**src/rtl/soc2_uart_pkg.sv**
```systemverilog
// soc2_uart_pkg: shared definitions for the SoC2 UART receive path.
//   - rx_state_e      : receiver FSM state encoding
//   - DATA_BITS       : payload bits per frame
//   - DEFAULT_CLKS_PER_BIT : 50 MHz system clock / 115200 baud
//   - even_parity()   : parity bit value that makes the total count of ones even
package soc2_uart_pkg;

  localparam int DATA_BITS            = 8;
  localparam int DEFAULT_CLKS_PER_BIT = 434;

  typedef enum logic [2:0] {
    ST_IDLE   = 3'd0,
    ST_START  = 3'd1,
    ST_DATA   = 3'd2,
    ST_PARITY = 3'd3,
    ST_STOP   = 3'd4,
    ST_BREAK  = 3'd5
  } rx_state_e;

  // Even parity: the parity bit equals the XOR of the data bits.
  function automatic logic even_parity(input logic [DATA_BITS-1:0] data);
    return ^data;
  endfunction

endpackage

```
**src/rtl/uart_rx_sync.sv**
```systemverilog
// uart_rx_sync: two-flop synchronizer for the asynchronous serial line.
// Both flops reset to 1 so a line in reset looks idle (no false start bit).
// Ports:
//   clk    in  sampling clock
//   resetn in  asynchronous active-low reset
//   d      in  asynchronous input
//   q      out synchronized output (2 cycles of latency)
module uart_rx_sync (
  input  logic clk,
  input  logic resetn,
  input  logic d,
  output logic q
);

  logic meta_r;
  logic sync_r;

  // Two-stage metastability filter, both stages preset to idle-high.
  always_ff @(posedge clk or negedge resetn) begin
    if (!resetn) begin
      meta_r <= 1'b1;
      sync_r <= 1'b1;
    end else begin
      meta_r <= d;
      sync_r <= meta_r;
    end
  end

  assign q = sync_r;

endmodule

```
**src/rtl/uart_rx.sv**
```systemverilog
// uart_rx: UART receiver, 8 data bits, LSB first, 1 stop bit.
// Optional even parity bit enabled by defining SOC2_UART_RX_PARITY_EN
// (otherwise 8N1 and rx_parity_err is tied low).
// Ports:
//   clk           in  system clock, all state on rising edge
//   resetn        in  asynchronous active-low reset
//   rxd           in  asynchronous serial line, idle high
//   rx_data       out last correctly framed byte
//   rx_data_fresh out one-cycle pulse, rx_data just updated
//   rx_frame_err  out one-cycle pulse, stop bit sampled low
//   rx_parity_err out one-cycle pulse, parity mismatch
//   rx_busy       out high whenever the FSM is not idle
// Parameter CLKS_PER_BIT: clk cycles per serial bit, legal 8..65535.
module uart_rx
  import soc2_uart_pkg::*;
#(
  parameter int CLKS_PER_BIT = DEFAULT_CLKS_PER_BIT
) (
  input  logic                 clk,
  input  logic                 resetn,
  input  logic                 rxd,
  output logic [DATA_BITS-1:0] rx_data,
  output logic                 rx_data_fresh,
  output logic                 rx_frame_err,
  output logic                 rx_parity_err,
  output logic                 rx_busy
);

  localparam int CW = $clog2(CLKS_PER_BIT);
  localparam int BW = $clog2(DATA_BITS);

  // Half-bit load centres sampling in the start bit; full-bit load steps
  // from one bit centre to the next.
  localparam logic [CW-1:0] HALF_LOAD = CW'(CLKS_PER_BIT / 2 - 1);
  localparam logic [CW-1:0] FULL_LOAD = CW'(CLKS_PER_BIT - 1);
  localparam logic [CW-1:0] CNT_ZERO  = CW'(0);
  localparam logic [CW-1:0] CNT_ONE   = CW'(1);
  localparam logic [BW-1:0] BIT_ZERO  = BW'(0);
  localparam logic [BW-1:0] BIT_ONE   = BW'(1);
  localparam logic [BW-1:0] LAST_BIT  = BW'(DATA_BITS - 1);

  logic                 rxd_s;
  rx_state_e            state_r, state_n;
  logic [CW-1:0]        cnt_r, cnt_n;
  logic [BW-1:0]        bit_cnt_r, bit_cnt_n;
  logic [DATA_BITS-1:0] shift_r, shift_n;
  logic [DATA_BITS-1:0] rx_data_r, rx_data_n;
  logic                 fresh_r, fresh_n;
  logic                 ferr_r, ferr_n;
  logic                 busy_r;
  logic                 cnt_done_s;
  logic                 par_bad_s;
`ifdef SOC2_UART_RX_PARITY_EN
  logic                 par_err_r, par_err_n;
  logic                 perr_r, perr_n;
`endif

  uart_rx_sync u_sync (
    .clk    (clk),
    .resetn (resetn),
    .d      (rxd),
    .q      (rxd_s)
  );

  assign cnt_done_s = (cnt_r == CNT_ZERO);

`ifdef SOC2_UART_RX_PARITY_EN
  assign par_bad_s = par_err_r;
`else
  assign par_bad_s = 1'b0;
`endif

  // Next-state, counters, shift register and output pulse decode.
  always_comb begin
    state_n   = state_r;
    cnt_n     = cnt_r;
    bit_cnt_n = bit_cnt_r;
    shift_n   = shift_r;
    rx_data_n = rx_data_r;
    fresh_n   = 1'b0;
    ferr_n    = 1'b0;
`ifdef SOC2_UART_RX_PARITY_EN
    par_err_n = par_err_r;
    perr_n    = 1'b0;
`endif

    case (state_r)
      ST_IDLE: begin
        if (!rxd_s) begin
          state_n   = ST_START;
          cnt_n     = HALF_LOAD;
          bit_cnt_n = BIT_ZERO;
`ifdef SOC2_UART_RX_PARITY_EN
          par_err_n = 1'b0;
`endif
        end else begin
          state_n = ST_IDLE;
        end
      end

      ST_START: begin
        if (cnt_done_s) begin
          // A start bit that is high again at its centre was a glitch.
          if (rxd_s) begin
            state_n = ST_IDLE;
          end else begin
            state_n = ST_DATA;
            cnt_n   = FULL_LOAD;
          end
        end else begin
          cnt_n = cnt_r - CNT_ONE;
        end
      end

      ST_DATA: begin
        if (cnt_done_s) begin
          shift_n = {rxd_s, shift_r[DATA_BITS-1:1]};
          cnt_n   = FULL_LOAD;
          if (bit_cnt_r == LAST_BIT) begin
`ifdef SOC2_UART_RX_PARITY_EN
            state_n = ST_PARITY;
`else
            state_n = ST_STOP;
`endif
          end else begin
            bit_cnt_n = bit_cnt_r + BIT_ONE;
          end
        end else begin
          cnt_n = cnt_r - CNT_ONE;
        end
      end

      ST_PARITY: begin
`ifdef SOC2_UART_RX_PARITY_EN
        if (cnt_done_s) begin
          par_err_n = (rxd_s != even_parity(shift_r));
          state_n   = ST_STOP;
          cnt_n     = FULL_LOAD;
        end else begin
          cnt_n = cnt_r - CNT_ONE;
        end
`else
        // Unreachable in 8N1 builds; recover to idle.
        state_n = ST_IDLE;
`endif
      end

      ST_STOP: begin
        if (cnt_done_s) begin
`ifdef SOC2_UART_RX_PARITY_EN
          perr_n = par_err_r;
`endif
          if (rxd_s) begin
            state_n = ST_IDLE;
            if (!par_bad_s) begin
              rx_data_n = shift_r;
              fresh_n   = 1'b1;
            end else begin
              fresh_n = 1'b0;
            end
          end else begin
            // Low stop bit: report once, then wait out a held-low line.
            state_n = ST_BREAK;
            ferr_n  = 1'b1;
          end
        end else begin
          cnt_n = cnt_r - CNT_ONE;
        end
      end

      ST_BREAK: begin
        if (rxd_s) begin
          state_n = ST_IDLE;
        end else begin
          state_n = ST_BREAK;
        end
      end

      default: begin
        state_n = ST_IDLE;
      end
    endcase
  end

  // State, datapath and registered output pulses.
  always_ff @(posedge clk or negedge resetn) begin
    if (!resetn) begin
      state_r   <= ST_IDLE;
      cnt_r     <= CNT_ZERO;
      bit_cnt_r <= BIT_ZERO;
      shift_r   <= {DATA_BITS{1'b0}};
      rx_data_r <= {DATA_BITS{1'b0}};
      fresh_r   <= 1'b0;
      ferr_r    <= 1'b0;
      busy_r    <= 1'b0;
`ifdef SOC2_UART_RX_PARITY_EN
      par_err_r <= 1'b0;
      perr_r    <= 1'b0;
`endif
    end else begin
      state_r   <= state_n;
      cnt_r     <= cnt_n;
      bit_cnt_r <= bit_cnt_n;
      shift_r   <= shift_n;
      rx_data_r <= rx_data_n;
      fresh_r   <= fresh_n;
      ferr_r    <= ferr_n;
      // Registered copy of (state != IDLE), tracks state_r exactly.
      busy_r    <= (state_n != ST_IDLE);
`ifdef SOC2_UART_RX_PARITY_EN
      par_err_r <= par_err_n;
      perr_r    <= perr_n;
`endif
    end
  end

  assign rx_data       = rx_data_r;
  assign rx_data_fresh = fresh_r;
  assign rx_frame_err  = ferr_r;
  assign rx_busy       = busy_r;
`ifdef SOC2_UART_RX_PARITY_EN
  assign rx_parity_err = perr_r;
`else
  assign rx_parity_err = 1'b0;
`endif

endmodule

```
**config.mk**
```make
export PLATFORM = sky130hd
export DESIGN_NAME = uart_rx
export DESIGN_NICKNAME = d
export VERILOG_FILES = /design/src/rtl/soc2_uart_pkg.sv /design/src/rtl/uart_rx_sync.sv /design/src/rtl/uart_rx.sv
export SDC_FILE = /design/constraint.sdc
export NUM_CORES = 1
export LEC_CHECK = 0
export BUFFER_PORTS_ARGS = -buffer_cell sky130_fd_sc_hd__buf_2
export CAP_MARGIN = 20
export CORE_ASPECT_RATIO = 1.2
export CORE_UTILIZATION = 40
export DETAILED_ROUTE_END_ITERATION = 6
export GPL_TIMING_DRIVEN = 1
export HOLD_SLACK_MARGIN = 0.08
export PLACE_DENSITY = 0.59
export SYNTH_ARGS = -nofsm -noshare
export SYNTH_HDL_FRONTEND = slang
export SYNTH_SLANG_ARGS = --single-unit
```
**constraint.sdc**
```tcl
create_clock -name clk -period 3.8 [get_ports clk]
set_input_delay 0.38 -clock clk [delete_from_list [all_inputs] [get_ports clk]]
set_output_delay 0.38 -clock clk [all_outputs]
set_load 0.005 [all_outputs]
```
# Word level (Yosys, flattened, before mapping)
# Index checks and enable logic that the tools add are counted.
[word_totals]
register_bits = 36
output_inout_bits = 12
elab_cells = 55
[classes]
add_sub_neg = 2
eq_ne = 10
muxes = 24
n_reduce_logical = 9
[ops]
columns = ["cell", "count"]
rows = [
  ["$mux W9", 5],
  ["$pmux W9 S4", 1],
  ["$mux W3", 8],
  ["$pmux W3 S5", 1],
  ["$eq A3 B3 Y1 const B", 3],
  ["$logic_not A9 Y1", 1],
  ["$sub A9 B1 Y9 const B", 1],
  ["$ne A2 B2 Y1 const B", 4],
  ["$reduce_and A4 Y1", 2],
  ["$mux W1", 7],
  ["$pmux W3 S2", 1],
  ["$reduce_bool A4 Y1", 1],
  ["$add A3 B1 Y3 const B", 1],
  ["$eq A3 B1 Y1 const B", 1],
  ["$eq A3 B2 Y1 const B", 1],
  ["$logic_not A3 Y1", 1],
  ["$ne A3 B3 Y1 const B", 1],
  ["$reduce_and A3 Y1", 1],
  ["$reduce_bool A3 Y1", 1],
  ["$mux W2", 1],
  ["$reduce_and A2 Y1", 1],
  ["$reduce_bool A2 Y1", 1],
]

# Logic depth before layout (Yosys ltp)
# Gate-level depths: netlist of the first run.
[logic_depth]
word_depth = 5
mapped_depth = 8

# Modules after synthesis
# Synthesis of the first run repeated with hierarchy kept, for this count alone.
[hier_totals]
cells_unflattened = 159
hier_area_um2 = 1859.3
[by_module_without_submodules]
columns = ["mod", "n_inst", "cells_each", "area_per_inst_um2", "seq_area_each_um2"]
rows = [
  ["uart_rx", 1, 157, 1806.7, 850.8],
  ["uart_rx_sync", 1, 2, 52.6, 52.6],
]

# Worst setup path before layout of the first run
# No wires, ideal clock.
[synth_path]
path_kind = "register -> register"
from = "reg cnt_r[0]"
to = "reg shift_r[7]"
arrival_time_ps = 1734
required_ps = 3675
slack_ps = 1941
path_stages_with_launch = 8
n_path_buf = 1
path_cell_list = "dfrtp_1 inv_1 ha_1 nor3b_4 and3_1 buf_4 nand3_4 mux2_4"
[synth_via]
elab_chain_cells = 2
[synth_lines]
columns = ["item", "line", "rtl"]
rows = [
  ["start: declaration", "uart_rx.sv:44", "logic [CW-1:0] cnt_r, cnt_n;"],
  ["start signal: assignment", "uart_rx.sv:202", "cnt_r <= cnt_n;"],
  ["$logic_not A9 Y1", "uart_rx.sv:65", "assign cnt_done_s = (cnt_r == CNT_ZERO);"],
  ["$reduce_and A2 Y1 (no line)", "n/a", ""],
  ["end signal: assignment", "uart_rx.sv:191", "shift_r <= {DATA_BITS{1'b0}};"],
  ["end signal: assignment", "uart_rx.sv:204", "shift_r <= shift_n;"],
  ["end: declaration", "uart_rx.sv:46", "logic [DATA_BITS-1:0] shift_r, shift_n;"],
]
# No other way between the ends.
# A chain may end at the register's enable or synchronous reset.

# Worst setup path after layout of the first run
[layout_path]
from = "reg cnt_r[0]"
to = "reg shift_r[0]"
# The elaborated chain is that of the path after synthesis.

==> metrics.yaml, run 1 <==
utilization_pct: 45.59
clock_path_buffers: 2
route.detailed.drc: 0
clk_pin_slew_ns: 0.07
synth-warning-count: 0
area_growth_syn_to_layout_pct: 9.340
synth_fp_nets: 162
initial_utilization_pct: 41.69
portBuffers: 13
worstPathRequired_ns: 3.97
critical_path.max_stage_delay_ns: 0.42
cp_top_family: "simple AND/OR/NAND/NOR gates"
slowest_stage: "dfrtp_1"
fp.dieW_um: 65.17
htreeDepth: 2
power.leakage_nw: 0.9410
dp_worst_setup_slack_ns: 1.676
crit_path_start: "cnt_r[0]$_DFFE_PN0P_"
ys_seq_area_share_pct: 47.16
fin_nets: 175
ant_nets: 0
path_max_fanout: 10
antenna_found_initial: 0
cellPowerDensity_nw_per_um2: 320.3
clock_skew_ns: 0.007741
synth_cells: 156
cts_hold_buf: 0
holdCritPathClass: "in2async"
cp-start-kind: "flop"
fin_setup_tns_ns: 0
max_slew_margin_pct: 48.31
cts_tree: "done"
vias: 1260
met1_usage_pct: 19.22
avgSynthCellArea_um2: 12.28
root_buffer: "clkbuf_8"
cp-end-kind: "flop"
rr_startpoint: "cnt_r[0]$_DFFE_PN0P_"
ctsResizeCount: 0
total_power_w: 0.0006708
track_usage_pct: 15.32
diodes: 0
postCtsSetupBuffers: 0
crit_chain: "inv_1 -> ha_1 -> nor3b_4 -> and3_1 -> nand3_4 -> mux2_4"
chipHeight_um: 77.81
instances_no_fill: 228
placed_cells: 220
numCtsBuffers: 5
first_iter_violations: 65
wirelength_um: 3453
grt_pass1_vias: 1226
vias_per_cell: 5.526
grt_max_degree: 37
firstDrtPassIters: 4
worst_pin_slew_ns: 0.7753
synth_area_um2: 1916
fmax_mhz: 464.9
wl_per_cell_um: 15.14
core_area_um2: 4594
ys_types: 54
grt.busiest_layer: "met2"
crit_type: "reg2reg"
yosys_most_used_dff: "dfrtp_1"
grt_pass1_wl_um: 5961
synth_edf_count: 0
gp_congestion: 0.8457
synth.ff_latch_count: 36
finalHoldViolCount: 0
rsz0062_at_grt: "no"
final.setup.worst_slack_ns: 1.649
cap_violations: 0
dieArea_um2: 5071
ioPinCount: 15
finalMaxSlewViolations: 0
clock_latency_ns: 0.29
status: "finished clean"
fin_crit_ns: 2.151
period_share_pct: 56.60
crit_arrival_ns: 2.32
vdd_drop_max_mv: 0.1118
grt_overflow: 0
cts_sinks: 36
hpwl_um: 2465
synthArstFlopShare_pct: 100.0
drive_above_1_share_pct: 35.29
num_rows: 27
gr-usage-met3_pct: 3.971
setup_violations: 0
worst-path-buf-inv: 1
use_met2_pct: 25.36
synth_stat cells (all sizes together) (3+ instances only):
master,number,area [µm²]
dfrtp,34,850.8
mux2,17,221.5
nor2,12,67.56
o21ai,9,48.80
a21oi,8,51.30
nand2,7,26.28
buf,6,47.54
nand3,5,42.54
inv,4,15.01
nor3,4,31.28
ha,3,37.54
nor3b,3,45.05
o21a,3,23.77
o2bb2ai,3,26.28
o31ai,3,22.52
power by group:
part	internal [W]	switching, W	total [W]
Clock	0.000144	0.000130	0.000274
Sequential	0.000385	0.00000152	0.000387
Combinational	0.00000127	0.00000854	0.00000981
state kept, by name, indices dropped and copies added (netlist names):
| signal | cells |
|---|---|
| cnt_r | 9 |
| rx_data | 8 |
| shift_r | 8 |
| bit_cnt_r | 3 |
| state_r | 3 |
| rx_busy | 1 |
| rx_data_fresh | 1 |
| rx_frame_err | 1 |
| u_sync.meta_r | 1 |
| u_sync.q | 1 |
cell type report:
cell class / instances / area [µm²]
Timing Repair Buffer: 13 / 65.06
Tap cell: 58 / 72.57
Fill cell: 456 / 2500
Clock inverter: 2 / 10.01
Clock buffer: 6 / 82.58
Sequential cell: 36 / 903.4
Inverter: 4 / 15.01
Multi-Input combinational cell: 109 / 945.9
kinds of logic (layout without fill, tap and decap cells):
group / after synthesis / after routing / share of synthesized area (%)
AND/OR/NAND/NOR: 49 / 49 / 19.07
AO/OA/AOI/OAI: 39 / 39 / 16.59
flip-flops: 36 / 36 / 47.16
multiplexers: 17 / 17 / 11.56
buffers and inverters: 11 / 25 / 3.461
adder cells (fa/ha/maj): 3 / 3 / 1.960
other: 1 / 1 / 0.1958
metrics by stage:
stage / hold WS, ns / cell area (µm²)
4_1_cts: 0.1827 / 2095
5_1_grt: 0.1769 / 2095
3_5_place_dp: 0.3497 / 2002
6_report: 0.1632 / 2095
2_1_floorplan: 0.08441 / 1916
3_3_place_gp: 0.3478 / 2002
layer usage:
layer | part of all wire (%) | routed length (µm)
met5 | 0 | 0
met2 | 50 | 1726
met1 | 46 | 1576
met3 | 2.9 | 99
met4 | 1.4 | 50
worst paths after layout:
| path | endpoint | slack [ns] | cells past startpoint |
|---|---|---|---|
| min in group clk | u_sync.meta_r$_DFF_PN1_ | 0.19 | 1 |
| min reg2reg | u_sync.q$_DFF_PN1_ | 0.36 | 0 |
| max in group asynchronous | rx_busy$_DFF_PN0_ | 3.14 | 1 |
| min | rx_data[5]$_DFFE_PN0P_ | 0.16 | 1 |
| max reg2reg | shift_r[0]$_DFFE_PN0P_ | 1.65 | 6 |
| max | shift_r[0]$_DFFE_PN0P_ | 1.65 | 6 |
cells in the final DEF (no fill, tap or decap), types with 4 or more instances in the layout:
master	n
dfrtp_1	34
buf_2	13
mux2_2	9
nor2_1	9
mux2_4	8
nand2_1	7
a21oi_1	7
clkbuf_8	6
inv_1	4
o21ai_0	4
o21ai_1	4
No activity file was read; power rests on OpenSTA's default activity.
==> run 2, diff against run 1 <==
==> constraint.sdc (replaced) <==
create_clock -name clk -period 2.1 [get_ports clk]
set_input_delay 0.21 -clock clk [delete_from_list [all_inputs] [get_ports clk]]
set_output_delay 0.21 -clock clk [all_outputs]
set_load 0.005 [all_outputs]
==> run 2 against run 1 <==
Net effect:
- final cell count is 3.5% higher
- hold slack better by 0.19 ns
- register-to-register slack worse by 1.4 ns
- maximum frequency is 15% higher
- count of clock-buffer cells in the layout is 1 lower
- via count is 3.3% higher
- critical path type unchanged
- non-clock buffer count is 8 higher
- clock power is 120% higher
- first-iteration DRC count is 26% lower
- sequential power is 81% higher
- global-route usage is 0.81 points higher
==> metrics.yaml, run 2 (synthesis results as in run 1) <==
first_iter_violations: 48  # -26%
chipHeight_um: 77.81  # unchanged
ioPinCount: 15  # unchanged
r2r_cells: 6  # unchanged
fp.dieW_um: 65.17  # unchanged
diodes: 0  # unchanged
worstPathRequired_ns: 2.27  # -1.70 ns
setup.worst_path.end: "rx_data[0]$_DFFE_PN0P_"
finalMaxSlewViolations: 0  # unchanged
grt_pass1_vias: 1323  # +7.9%
holdCritPathClass: "reg2reg"
critical_path.max_stage_delay_ns: 0.42  # about the same
cp-start-kind: "flop"
worst-path-buf-inv: 1  # unchanged
grt_overflow: 0  # unchanged
rsz0062_at_grt: "no"
fin_setup_tns_ns: 0  # unchanged
ant_nets: 0  # unchanged
wirelength_um: 3663  # +6.1%
cts_sinks: 36  # unchanged
slowest_stage: "dfrtp_1"
power.leakage_nw: 0.9840  # +4.6%
max_slew_margin_pct: 48.16  # -0.16 points
clock_skew_ns: 0.005425  # -0.002316 ns
crit_arrival_ns: 2.05  # -0.27 ns
fin_nets: 183  # +4.6%
clock_path_buffers: 2  # unchanged
wl_per_cell_um: 15.52  # +2.5%
cp_top_family: "simple AND/OR/NAND/NOR gates"
rr_startpoint: "cnt_r[1]$_DFFE_PN0P_"
grt_pass1_wl_um: 6265  # +5.1%
root_buffer: "clkbuf_8"
core_area_um2: 4594  # unchanged
drive_above_1_share_pct: 37.08  # +1.8 points
fmax_mhz: 532.4  # +15%
vias_per_cell: 5.513  # -0.25%
hpwl_um: 2720  # +10%
status: "finished clean"
crit_type: "reg2reg"
clk_pin_slew_ns: 0.07  # about the same
regToRegSetupSlack_ns: 0.22  # -1.43 ns
postCtsSetupBuffers: 0  # unchanged
utilization_pct: 47.41  # +1.8 points
cts_tree: "done"
antenna_found_initial: 0  # unchanged
area_growth_syn_to_layout_pct: 13.72
fin_crit_ns: 1.878  # -0.2726 ns
cts_hold_buf: 2  # +2
top_register: "cnt_r"
route.detailed.drc: 0  # unchanged
initial_utilization_pct: 41.69  # unchanged
cellPowerDensity_nw_per_um2: 604.6  # +89%
vdd_drop_max_mv: 0.2550  # +130%
layout_common_cells: "dfrtp_1 (34), buf_2 (13), mux2_2 (9), nor2_1 (9), mux2_4 (8)"
grt_max_degree: 37  # unchanged
path_max_fanout: 8  # -2
numCtsBuffers: 5  # unchanged
ctsResizeCount: 0  # unchanged
clock_latency_ns: 0.29  # about the same
setup_violations: 0  # unchanged
track_usage_pct: 16.13  # +0.81 points
vias: 1301  # +3.3%
cp-end-kind: "flop"
final_common_cell: "dfrtp_1"
crit-reg2reg-capture: "rx_data[0]$_DFFE_PN0P_"
cp.depth: 6  # unchanged
finalHoldViolCount: 0  # unchanged
dieArea_um2: 5071  # unchanged
cap_violations: 0  # unchanged
firstDrtPassIters: 4  # unchanged
gp_congestion: 0.7878  # -6.8%
crit_chain: "inv_1 -> ha_1 -> nor3b_4 -> nand3_2 -> nor2_4 -> mux2_2"
worst_pin_slew_ns: 0.7776  # +0.002339 ns
period_share_pct: 89.44  # +33 points
largest_reg_flops: 9  # unchanged
portBuffers: 13  # unchanged
crit_path_start: "cnt_r[1]$_DFFE_PN0P_"
htreeDepth: 2  # unchanged
num_rows: 27  # unchanged
-- run 2: cell types whose count changed in the layout (fill, tap and decap cells not counted) --
| cell | change |
|---|---|
| clkbuf_8 | -1 |
| clkinvlp_4 | +1 |
| bufinv_16 | +1 |
| dlygate4sd3_1 | +2 |
| clkinv_2 | -1 |
| buf_4 | +6 |
-- run 2: worst min path at each step --
stage	start	endpoint	cells past startpoint
finish	u_sync.meta_r$_DFF_PN1_	u_sync.q$_DFF_PN1_	0
global route	u_sync.meta_r$_DFF_PN1_	u_sync.q$_DFF_PN1_	0
CTS	u_sync.meta_r$_DFF_PN1_	u_sync.q$_DFF_PN1_	0
floorplan	resetn	bit_cnt_r[0]$_DFFE_PN0P_	0
detailed placement	rxd	u_sync.meta_r$_DFF_PN1_	1
global placement	rxd	u_sync.meta_r$_DFF_PN1_	1
-- run 2: stage by stage --
| stage | hold slack (ns) | total power (W) | std cells | instance area, µm² | setup slack [ns] |
|---|---|---|---|---|---|
| after detailed placement | 0.3187 | 0.0007318 | 226 | 2047 | 0.2232 |
| final | 0.3578 | 0.001317 | 236 | 2178 | 0.2218 |
| after global routing | 0.3620 | 0.001371 | 236 | 2178 | 0.07731 |
| after global placement | 0.3146 | 0.0007308 | 226 | 2047 | 0.2777 |
| after floorplan | -0.08559 | 0.0007166 | 156 | 1916 | 0.2406 |
| after CTS | 0.3596 | 0.001334 | 236 | 2178 | 0.2012 |
-- run 2: layer usage --
metal  wire, µm  vias to the layer above  part of all wire [%]  global-route usage, %
met5          0                        -                     0                      0
met4         76                        0                   2.1                  6.739
met3        113                        8                   3.1                  4.559
met2       1942                       26                    53                  27.84
met1       1532                      651                    42                  18.22
li1           -                      616                     -                      -
-- run 2: where the power goes --
part	leakage [nW]	switching [W]	internal, W	total, W
Clock	0.0541	0.000246	0.000351	0.000597
Sequential	0.473	0.00000275	0.000697	0.000699
Combinational	0.457	0.0000160	0.00000469	0.0000207
-- run 2: final cells by class --
cell class | instances | area [µm²]
clock inverters | 3 | 42.54
fillers | 413 | 2416
well taps | 58 | 72.57
inverters | 4 | 15.01
clock buffers | 5 | 68.82
repair buffers | 21 | 130.1
flip-flops and latches | 36 | 903.4
multi-input cells | 109 | 945.9
-- run 2: worst register-to-register path, cell delays in order (launching register included) --
cell     delay, ns
dfrtp_1       0.42
inv_1         0.07
ha_1          0.20
nor3b_4       0.24
nand3_2       0.17
nor2_4        0.29
mux2_2        0.37
